File: config.mk
export PLATFORM = sky130hd
export DESIGN_NAME = eth_measurer_tx
export DESIGN_NICKNAME = d
export VERILOG_FILES = /design/src/rtl/eth_measurer_pkg.sv /design/src/rtl/eth_measurer_tx.sv
export SDC_FILE = /design/constraint.sdc
export NUM_CORES = 1
export LEC_CHECK = 0
export ABC_AREA = 1
export CAP_MARGIN = 20
export CORE_ASPECT_RATIO = 0.8
export CORE_MARGIN = 2
export CORE_UTILIZATION = 54
export CTS_CLUSTER_DIAMETER = 60
export DETAILED_ROUTE_END_ITERATION = 8
export GPL_TIMING_DRIVEN = 1
export PLACE_DENSITY = 0.81
export SLEW_MARGIN = 20
export SYNTH_ARGS = -nofsm -noshare
export SYNTH_HDL_FRONTEND = slang
export SYNTH_SLANG_ARGS = --single-unit
File: constraint.sdc
create_clock -name clk -period 3 [get_ports clk]
set_clock_uncertainty 0.2 [all_clocks]
set_input_delay 0.3 -clock clk [delete_from_list [all_inputs] [get_ports clk]]
set_output_delay 0.3 -clock clk [all_outputs]
set_load 0.05 [all_outputs]
File: src/rtl/eth_measurer_pkg.sv
// Constants, state encoding and length clamp shared by the measurer TX and RX paths.
package eth_measurer_pkg;

   localparam logic [47:0] BROADCAST_MAC = 48'hFF_FF_FF_FF_FF_FF;
   localparam logic [15:0] HEADER_LEN    = 16'd26;
   localparam logic [15:0] MIN_FRAME_LEN = 16'd60;
   localparam logic [15:0] MAX_FRAME_LEN = 16'd1514;

   typedef enum logic [1:0] {
      IDLE   = 2'd0,
      HEADER = 2'd1,
      PAD    = 2'd2
   } meas_state_t;

   function automatic logic [15:0] clamp_len(input logic [15:0] len);
      logic [15:0] res;
      res = len;
      if (len < MIN_FRAME_LEN) res = MIN_FRAME_LEN;
      else if (len > MAX_FRAME_LEN) res = MAX_FRAME_LEN;
      return res;
   endfunction

endpackage

File: src/rtl/eth_measurer_tx.sv
// Ping frame generator: broadcast header + ping_id, zero-padded to the clamped length.
// One beat per cycle from the cycle after trigger; outputs hold while tready is low.
module eth_measurer_tx
   import eth_measurer_pkg::*;
#(
   parameter logic [47:0] src_mac    = 48'h00_00_00_00_00_00,
   parameter logic [31:0] identifier = 32'h00_00_00_00,
   parameter logic [15:0] ethertype  = 16'h88B5
) (
   input  logic        clk,
   input  logic        rst,
   input  logic        trigger,
   input  logic [63:0] ping_id,
   input  logic [15:0] frame_len,
   output logic        busy,
   output logic        frame_done,
   output logic [7:0]  m_axis_tdata,
   output logic        m_axis_tkeep,
   output logic        m_axis_tlast,
   output logic        m_axis_tvalid,
   input  logic        m_axis_tready
);

   meas_state_t r_state, w_state_nxt;
   logic [15:0] r_cnt,  w_cnt_nxt;
   logic [15:0] r_len,  w_len_nxt;
   logic [63:0] r_ping, w_ping_nxt;
   logic        r_done, w_done_nxt;

   logic         w_active;
   logic         w_beat;
   logic         w_last;
   logic [207:0] w_hdr;
   logic [7:0]   w_hdr_byte;

   assign w_active = (r_state != IDLE);
   assign w_beat   = w_active && m_axis_tready;
   assign w_last   = (r_state == PAD) && (r_cnt == r_len - 16'd1);

   // Header laid out MSB-first so byte k sits at bits [8*(25-k) +: 8].
   assign w_hdr      = {BROADCAST_MAC, src_mac, ethertype, identifier, r_ping};
   assign w_hdr_byte = 8'(w_hdr >> {5'd25 - r_cnt[4:0], 3'b000});

   always_ff @(posedge clk) begin
      if (rst) begin
         r_state <= IDLE;
         r_cnt   <= '0;
         r_len   <= MIN_FRAME_LEN;
         r_ping  <= '0;
         r_done  <= 1'b0;
      end else begin
         r_state <= w_state_nxt;
         r_cnt   <= w_cnt_nxt;
         r_len   <= w_len_nxt;
         r_ping  <= w_ping_nxt;
         r_done  <= w_done_nxt;
      end
   end

   always_comb begin
      w_state_nxt = r_state;
      w_cnt_nxt   = r_cnt;
      w_len_nxt   = r_len;
      w_ping_nxt  = r_ping;
      w_done_nxt  = 1'b0;
      case (r_state)
         IDLE: begin
            if (trigger) begin
               w_state_nxt = HEADER;
               w_cnt_nxt   = '0;
               w_len_nxt   = clamp_len(frame_len);
               w_ping_nxt  = ping_id;
            end
         end
         HEADER: begin
            if (w_beat) begin
               w_cnt_nxt = r_cnt + 16'd1;
               if (r_cnt == HEADER_LEN - 16'd1) w_state_nxt = PAD;
            end
         end
         PAD: begin
            // Clamped length is at least 60, so the tlast beat always falls in PAD.
            if (w_beat) begin
               if (w_last) begin
                  w_state_nxt = IDLE;
                  w_cnt_nxt   = '0;
                  w_done_nxt  = 1'b1;
               end else begin
                  w_cnt_nxt = r_cnt + 16'd1;
               end
            end
         end
         default: begin
            w_state_nxt = IDLE;
            w_cnt_nxt   = '0;
         end
      endcase
   end

   assign busy          = w_active;
   assign frame_done    = r_done;
   assign m_axis_tvalid = w_active;
   assign m_axis_tkeep  = w_active;
   assign m_axis_tlast  = w_last;
   assign m_axis_tdata  = (r_state == HEADER) ? w_hdr_byte : 8'h00;

endmodule
==> summary.txt <==
outcome: finished clean
port bufs: 96
Clock Sink Count: 99
critical path class: reg -> out
RD Place Congestion: 0.962
Final Hold Vio Count: 0
nets@finish: 1,023
crit start category: flip-flop
critical path, cell by cell: inv_1 -> ha_1 -> inv_1 -> nor2_1 -> nor2_1 -> inv_1 -> nor2_4 -> buf_4 -> a221o_1 -> nand2_1 -> clkinvlp_4 -> buf_4
Synth Instances: 853
Max Freq: 354 MHz
commonest non-fill, non-tap cell in the layout: nor2_1
worst path bufs/invs: 6
die height: 95.0 um
wire per inst: 14.0 um
Detailed Place HPWL: 10,700 um
count of non-filler cells in the finished layout: 1,074
First DRT Iteration DRCs: 505
critical path endpoint category: output port
Initial Utilization: 0.550
Hold Crit Class: reg -> reg
post-synthesis cell area: 5590 sq um
antenna violations before repair: 0
Rows: 33
Rel. slew slack: 0.549
Worst VDD drop: 1180 uV
vias in the first global route: 5,256
commonest non-fill, non-tap cells in the layout: 215 x nor2_1, 130 x nand2_1, 115 x o21ai_0, 98 x dfxtp_1, 87 x clkdlybuf4s50_1
multi-input logic area: 3190 sq um
CP required: 2.50 ns
max-cap viol count: 0
Seq cells post-synth: 99
setup violators final: 0
RSZ-0062 raised after global routing: no
Initial DRT Pass Iterations: 6
slowest CP cell: dfxtp_2
CTS tree: built
ant diodes: 0
Slew @ Worst Pin: 0.677 ns
FF+latch area: 1980 sq um
Worst-path clk slew: 0.07 ns
filler cell count: 901
placed cell count: 1,057
Max Root-Sink Buffers: 2
Worst EP arrival: 2.33 ns
crit share post-route: 0.943
Die Area: 11,200 sq um
clk_lat worst skew: 0.34 ns
Yosys warning total: 0
DRT Wirelength: 15,000 um
post-route ant nets: 0
hold buffer count at cts: 0
minimum clock period: 2.83 ns
DR vias/cell: 5.32
Chip Width: 118 um
CTS Root Buffer Type: clkbuf_16
syn_area_per_cell: 6.55 sq um
sequential share of the synthesized area: 0.355
CORE AREA: 10,200 sq um
Synthesized Nets: 947
I/O Pins: 97
Top cell by count, worst path: inv_1
GRT Resource Usage Total: 0.278
total CTS buffers: 9
first-pass GRT wire length: 25,100 um
total number of vias: 5,711
LEAKAGE: 0.00280 uW
Final Max Tran Viols: 0
Power Density: 712 nW/um^2
fraction of layout cells with a size suffix above 1: 0.103
CTS H-Tree Depth: 3
CP top delay family: buffers and inverters
Setup TNS Final: 0 ns
max incr delay on CP: 0.37 ns
DRC violations left: 0
largest net degree at the start of global routing: 81
gr ovfl total: 0
Worst Path Max Fanout: 9
synth unique cells: 44
Layout area overhead: 27.1%
## layout make-up
class | count | area share
clock buffers | 10 | 0.0337
clock inverters | 6 | 0.0167
inverters | 59 | 0.0354
multi-input cells | 649 | 0.450
flip-flops and latches | 99 | 0.279
well taps | 140 | 0.0247
repair buffers | 111 | 0.160
## registers in the layout (all words and copies together) (netlist names)
name	cells
r_ping	64
r_cnt	16
r_len	16
r_state	2
frame_done	1
## stage by stage
step           cell area [sq um]  total power, uW  setup slack [ns]  utilization  hold slack (ns)
6_report                    7100             5060             0.172        0.699            0.254
5_1_grt                     7100             5350            0.0255        0.699            0.275
4_1_cts                     7090             5060            0.0321        0.698            0.254
3_5_place_dp                6720             3680             0.332        0.662            0.242
3_3_place_gp                6720             3650             0.421        0.662            0.240
2_1_floorplan               5620             3040            0.0239            -            0.232
## cells in the mapped netlist
cell type | n | share of area
nor2_1 | 216 | 0.15
nand2_1 | 131 | 0.088
o21ai_0 | 115 | 0.10
dfxtp_1 | 99 | 0.35
inv_1 | 57 | 0.038
clkbuf_1 | 33 | 0.022
a21oi_1 | 32 | 0.029
nand3_1 | 28 | 0.025
o22ai_1 | 16 | 0.018
xor2_1 | 14 | 0.022
nand2_2 | 13 | 0.015
nor2_2 | 11 | 0.012
a21oi_2 | 10 | 0.016
ha_1 | 10 | 0.022
nor3_1 | 7 | 0.0063
xnor2_1 | 7 | 0.011
buf_2 | 6 | 0.0054
nand3b_1 | 6 | 0.0081
nand4_1 | 6 | 0.0067
nand2_4 | 4 | 0.0081
nor4_1 | 4 | 0.0045
buf_1 | 3 | 0.0020
a221o_1 | 2 | 0.0036
and2_1 | 2 | 0.0022
buf_4 | 2 | 0.0027
a211oi_1 | 1 | 0.0013
a21boi_0 | 1 | 0.0013
a22oi_1 | 1 | 0.0013
a31oi_1 | 1 | 0.0011
buf_12 | 1 | 0.0036
clkbuf_2 | 1 | 0.00089
clkinv_1 | 1 | 0.00067
inv_2 | 1 | 0.00067
nand2b_1 | 1 | 0.0011
nand3_2 | 1 | 0.0018
nor2_4 | 1 | 0.0020
nor2_8 | 1 | 0.0036
nor3_2 | 1 | 0.0018
o2111ai_1 | 1 | 0.0016
o211ai_1 | 1 | 0.0013
o21ai_1 | 1 | 0.00089
o21ai_2 | 1 | 0.0016
o221ai_1 | 1 | 0.0016
o31ai_1 | 1 | 0.0013
## kinds of logic after synthesis
logic type,share of synthesized area
buffers and inverters,0.0764
xor gates and xnor gates,0.0329
AOI/OAI and AO/OA,0.182
DFF,0.355
adders and majority gates,0.0224
and+or+nand+nor,0.331
## worst paths after layout
check                                       startpoint                      to  slack, ns  depth (start not counted)
worst min-delay path            r_len[15]$_SDFFE_PP0P_  r_len[15]$_SDFFE_PP0P_       0.25                          2
worst max register to register   r_cnt[0]$_SDFFE_PP0P_  r_cnt[14]$_SDFFE_PP0P_       0.56                         14
worst max-delay path             r_cnt[2]$_SDFFE_PP0P_         m_axis_tdata[1]       0.17                         12
worst min register to register  r_len[15]$_SDFFE_PP0P_  r_len[15]$_SDFFE_PP0P_       0.25                          2
## power by group
group	internal, uW	switching, uW
logic	722	1270
clock network	850	527
registers	1540	147
## worst reg2reg max path: cells and delay by family (launching register included)
| kind | cells | cell delay, ns |
|---|---|---|
| AOI/OAI and AO/OA | 2 | 0.19 |
| adders and majority gates | 1 | 0.23 |
| buffers and inverters | 3 | 0.53 |
| DFF | 1 | 0.34 |
| and+or+nand+nor | 8 | 0.88 |
## layer usage
layer	vias up	track usage	routed length, um
li1	2915	-	-
met1	2556	0.395	7330
met2	220	0.426	6310
met3	20	0.0610	1200
met4	0	0.0773	206
met5	-	0	0
## what timing repair did
item	CTS	global route
endpoints found under the setup margin	3	9
gates resized for setup	2	2
setup buffers	0	1
pin swaps	0	1
Power figures use the tool's default switching activity.
